[src/rtl/core2mmio_pkg.sv]
// Shared state encoding and default geometry for the core-to-MMIO bridge.
package core2mmio_pkg;

  localparam int unsigned DEF_ADDR_W  = 64;
  localparam int unsigned DEF_DATA_W  = 64;
  localparam int unsigned DEF_TIMEOUT = 255;

  typedef enum logic [2:0] {
    IDLE,
    RD,
    WR,
    DONE,
    ERR
  } state_t;

endpackage

[src/rtl/core2mmio_bridge.sv]
// Single-outstanding bridge from a stalling core load/store port to an MMIO read/write port.
// Latency is MMIO latency + 2 cycles; the core is held via cpu_stall until DONE or ERR.
module core2mmio_bridge
  import core2mmio_pkg::*;
#(
  parameter int unsigned       ADDR_W  = DEF_ADDR_W,
  parameter int unsigned       DATA_W  = DEF_DATA_W,
  parameter logic [ADDR_W-1:0] BASE    = '0,
  parameter logic [ADDR_W-1:0] SIZE    = ADDR_W'(64'h1_0000),
  parameter int unsigned       TIMEOUT = DEF_TIMEOUT
) (
  input  logic                  clk,
  input  logic                  rst,
  input  logic [ADDR_W-1:0]     cpu_addr,
  input  logic                  cpu_ren,
  input  logic                  cpu_wen,
  input  logic [DATA_W-1:0]     cpu_wdata,
  input  logic [DATA_W/8-1:0]   cpu_wmask,
  output logic [DATA_W-1:0]     cpu_rdata,
  output logic                  cpu_stall,
  output logic                  cpu_err,
  output logic [ADDR_W-1:0]     mmio_raddr,
  output logic                  mmio_ren,
  input  logic [DATA_W-1:0]     mmio_rdata,
  input  logic                  mmio_rvalid,
  output logic [ADDR_W-1:0]     mmio_waddr,
  output logic                  mmio_wen,
  output logic [DATA_W-1:0]     mmio_wdata,
  output logic [DATA_W/8-1:0]   mmio_wmask,
  input  logic                  mmio_wvalid
);

  localparam int unsigned MASK_W = DATA_W / 8;
  localparam int unsigned CNT_W  = $clog2(TIMEOUT + 1);
  // Last wait cycle: a valid seen here still completes, otherwise the access times out.
  localparam logic [CNT_W-1:0] CNT_LAST = CNT_W'(TIMEOUT - 1);
  localparam logic [ADDR_W:0]  WIN_LO   = {1'b0, BASE};
  localparam logic [ADDR_W:0]  WIN_HI   = {1'b0, BASE} + {1'b0, SIZE};

  state_t              state_q, state_d;
  logic [CNT_W-1:0]    cnt_q, cnt_d;
  logic [ADDR_W-1:0]   addr_q, addr_d;
  logic [DATA_W-1:0]   wdata_q, wdata_d;
  logic [MASK_W-1:0]   wmask_q, wmask_d;
  logic [DATA_W-1:0]   rdata_q, rdata_d;
  logic                cpu_req;
  logic                in_range;

  assign cpu_req  = cpu_ren | cpu_wen;
  assign in_range = ({1'b0, cpu_addr} >= WIN_LO) && ({1'b0, cpu_addr} < WIN_HI);

  always_comb begin
    state_d = state_q;
    cnt_d   = cnt_q;
    addr_d  = addr_q;
    wdata_d = wdata_q;
    wmask_d = wmask_q;
    rdata_d = rdata_q;
    case (state_q)
      IDLE: begin
        if (cpu_req) begin
          if (!in_range) begin
            state_d = ERR;
            if (!cpu_wen) rdata_d = '1;
          end else begin
            addr_d  = cpu_addr;
            wdata_d = cpu_wdata;
            wmask_d = cpu_wmask;
            cnt_d   = '0;
            state_d = cpu_wen ? WR : RD;
          end
        end
      end
      RD: begin
        if (mmio_rvalid) begin
          rdata_d = mmio_rdata;
          state_d = DONE;
        end else if (cnt_q == CNT_LAST) begin
          rdata_d = '1;
          state_d = ERR;
        end else begin
          cnt_d = cnt_q + CNT_W'(1);
        end
      end
      WR: begin
        if (mmio_wvalid) begin
          state_d = DONE;
        end else if (cnt_q == CNT_LAST) begin
          state_d = ERR;
        end else begin
          cnt_d = cnt_q + CNT_W'(1);
        end
      end
      DONE:    state_d = IDLE;
      ERR:     state_d = IDLE;
      default: state_d = IDLE;
    endcase
  end

  always_ff @(posedge clk or posedge rst) begin
    if (rst) begin
      state_q <= IDLE;
      cnt_q   <= '0;
      addr_q  <= '0;
      wdata_q <= '0;
      wmask_q <= '0;
      rdata_q <= '0;
    end else begin
      state_q <= state_d;
      cnt_q   <= cnt_d;
      addr_q  <= addr_d;
      wdata_q <= wdata_d;
      wmask_q <= wmask_d;
      rdata_q <= rdata_d;
    end
  end

  assign mmio_ren   = (state_q == RD);
  assign mmio_wen   = (state_q == WR);
  assign mmio_raddr = addr_q;
  assign mmio_waddr = addr_q;
  assign mmio_wdata = wdata_q;
  assign mmio_wmask = wmask_q;
  assign cpu_rdata  = rdata_q;
  assign cpu_err    = (state_q == ERR);
  // Stall drops only in the one-cycle completion states, giving a bubble between accesses.
  assign cpu_stall  = cpu_req & ~((state_q == DONE) | (state_q == ERR));

endmodule

[config.mk]
export PLATFORM = sky130hd
export DESIGN_NAME = core2mmio_bridge
export DESIGN_NICKNAME = d
export VERILOG_FILES = /design/src/rtl/core2mmio_pkg.sv /design/src/rtl/core2mmio_bridge.sv
export SDC_FILE = /design/constraint.sdc
export NUM_CORES = 1
export LEC_CHECK = 0
export ABC_CLOCK_PERIOD_IN_PS = 10800
export BUFFER_PORTS_ARGS = -buffer_cell sky130_fd_sc_hd__buf_2
export CAP_MARGIN = 20
export CORE_AREA = 5 5 183 185
export CTS_CLUSTER_SIZE = 20
export DETAILED_ROUTE_END_ITERATION = 10
export DIE_AREA = 0 0 188 190
export GPL_TIMING_DRIVEN = 0
export PLACE_DENSITY = 0.56
export REMOVE_ABC_BUFFERS = 1
export SETUP_SLACK_MARGIN = 0.5
export SKIP_CTS_REPAIR_TIMING = 1
export SLEW_MARGIN = 30
export SYNTH_ARGS = -nofsm -noshare
export SYNTH_HDL_FRONTEND = slang
export SYNTH_SLANG_ARGS = --single-unit
export TNS_END_PERCENT = 30
[constraint.sdc]
create_clock -name clk -period 10.8 [get_ports clk]
set_input_delay 0.54 -clock clk [delete_from_list [all_inputs] [get_ports clk]]
set_output_delay 0.54 -clock clk [all_outputs]
set_load 0.02 [all_outputs]
==> results.md <==
- Status: complete, no violations
- Psw: 731 uW
- Max_cap viols: 0
- Number of flops mapped to enable cells by yosys: 0
- Global-route wire length before repair: 36,900 um
- Post-route ant nets: 0
- Vias per std cell: approximately 4.2
- Cell Rows: 66
- H-tree Lvls: 1
- Clock power share: 35.4%
- Full die area: 35,700 um^2
- Comb pwr share: 23.7%
- Gate Count Post-Synth: between 600 and 700
- Layout area overhead: 40.6%
- Internal power: roughly 1.6 mW
- Pins Over Slew Limit: 0
- Layout cell share with drive strength beyond 1: 59.4%
- Drt drc: 0
- Startpoint Class: flip-flop
- Fin Setup TNS: 0 ns
- Distinct cells, synth: 36
- Number of global-route vias before repair: 6,465
- Vias: 6,124
- Clk sinks: about 210
- Initial antenna violation count: 0
- Max Freq: 326 MHz
- Critical path capture point type: flip-flop
- Yosys warning count: 0
- Finished Cell Area: 11,700 um^2
- Worst Hold Class: input pin to async pin
- Netlist Area Pre-Place: about 8300 um^2
- Fin. Hold Viols: 0
- Crit Path Class: flip-flop to flip-flop
- Initial drt markers: between 100 and 150
- Max VDD drop: 0.0939 mV
- Initial Utilization: 26.1%
- Average routed wire per standard cell: between 15 and 20 um
- Final WS setup: ~7.7 ns
- Slew at the pin closest to its max-slew limit: between 0.7 and 0.8 ns
- P_leak: 6.29 nW
- Drt pass-1 iters: 4
- Grt ovf: 0
- HPWL after detailed placement: 18,500 um
- Max Clock Skew: 0.0212 ns
- Detailed Route WL: roughly 24,000 um
- Sw frac: 30.7%
- CP max FO: 25
- TritonCTS Buffers: 24
- Gr usage total: 12.7%
- Sequential power share: 40.9%
- CTS tree: done
- Port Buf Inserts: 473
- Final setup viols: 0
- Ys async rst share: 100%
- Die height: roughly 190 um
- Critical Path RT: 11.20 ns
- Layout Nets: 1,223
- CP arrival: 3.47 ns
- Crit path from: state_q[0]
- Largest net degree at the start of global routing: between 80 and 90
- Synth area leader: dfrtp_1
- Placed inst area: about 11,000 um^2
- Critical R2R Launch: state_q[0]
- RSZ-0062 raised after global routing: false
- Core Box Area: 31,900 um^2
- Clk slew on worst S/H paths: 0.06 ns
- Clock root cell: clkbuf_16
- Top_reg_cell synth: dfrtp_1
- Mapped Avg Cell Area: 13.8 um^2
- Clock latency on the worst-skew pair: between 0.5 and 0.6 ns
- Register area share after synthesis: 63.5%
- Ant. Diodes: 0
- Minimum clock period after layout: 3.07 ns
- RePlAce Congestion: 0.750
- Placed Cells: between 1,000 and 1,500
- Synth top area share: a little under two thirds
- Clock buffer depth: 3
- Relative slew slack: 48.5%
- Final period util: 28.4%
- Top cells by count, synth: dfrtp_1, mux2_2, buf_4
- Final hold slack: 0.00836 ns
- Place WS: 7.21 ns
- Area contributors post-synth: dfrtp_1, mux2_2, o22a_1
- I/O Pins: 474
- Chip width: 188 um
- Synthesized flop and latch total: 211
- Pwr per Cell Area: 204 nW/um^2
- Non-filler cells, final: 1,441
- Most numerous cell in the Yosys netlist: dfrtp_1
power groups by stage:
stage	Clock [mW]	Combinational (mW)	Sequential (mW)
final	0.842	0.565	0.973
after global routing	0.917	0.615	0.989
after CTS	0.882	0.574	0.974
after detailed placement	0	0.573	0.989
after global placement	0	0.553	0.988
after floorplan	0	0.211	1.11
through the flow:
| step | util [%] | total power, mW |
|---|---|---|
| 3_3_place_gp | 33.2 | 1.54 |
| 2_1_floorplan | - | 1.32 |
| 3_5_place_dp | 34.1 | 1.56 |
| 5_1_grt | 36.7 | 2.52 |
| 4_1_cts | 36.7 | 2.43 |
| 6_report | 36.7 | 2.38 |
area by class of cell:
| class | instances | area [um^2] |
|---|---|---|
| inverters | 6 | 30.0 |
| flip-flops and latches | 211 | 5280 |
| clock inverters | 11 | 176 |
| repair buffers | 483 | 2630 |
| multi-input cells | 289 | 2420 |
| clock buffers | 33 | 654 |
| well taps | 408 | 510 |
| fillers | 3150 | 20200 |
cells by family after synthesis:
group                      count (synthesis)  share of synthesized area, %
buffers and inverters                    101                          7.82
DFF                                      211                          63.5
adders and majority gates                  2                         0.301
muxes                                     88                          11.9
AOI/OAI and AO/OA                         92                          8.86
and+or+nand+nor                          106                          7.52
xor gates and xnor gates                   1                         0.105
sequential cells by signal, indices dropped and copies added (netlist names):
register	count
mmio_raddr	64
mmio_wdata	64
cnt_q	8
mmio_wmask	8
cpu_rdata	64
state_q	3
critical path: stages (launching register included):
cell and delay (ns):
dfrtp_1 0.54, nor3_1 0.24, nand4_1 0.27, nor2_4 0.59, buf_16 0.24, buf_16 0.17, buf_16 0.16, buf_16 0.18
buf_16 0.18, mux2_2 0.34
path summary, 6_finish.rpt:
kind,endpoint,slack (ns),cells past startpoint
min reg2reg,cpu_rdata[49],0.48,1
max,mmio_wdata[26],7.73,9
min in group clk,mmio_raddr[1],0.24,2
min,mmio_raddr[6],0.008,2
max reg2reg,mmio_wdata[26],7.73,9
max in group asynchronous,mmio_raddr[19],10.05,3
metal layers:
| metal | global-route usage, % | part of all wire (%) |
|---|---|---|
| met1 | 15.5 | 39 |
| met2 | 21.7 | 49 |
| met3 | 4.39 | 9.7 |
| met4 | 3.25 | 1.8 |
| met5 | 0 | 0 |
placed cells by master, fill, tap and decap left out, types with 4 or more instances in the layout:
cell type	synthesis	routed
mux2_2	88	88
nand2_1	6	6
o22a_1	64	64
a21oi_1	6	6
o21ai_0	8	8
clkbuf_1	7	7
nor2_1	11	11
nor2b_1	51	51
dfrtp_1	211	211
buf_16	0	8
nor3_1	6	6
o31ai_1	8	8
inv_1	6	5
clkbuf_16	0	24
nor4_1	13	13
buf_2	16	473
bufinv_16	0	4
No activity file was read; power rests on OpenSTA's default activity.
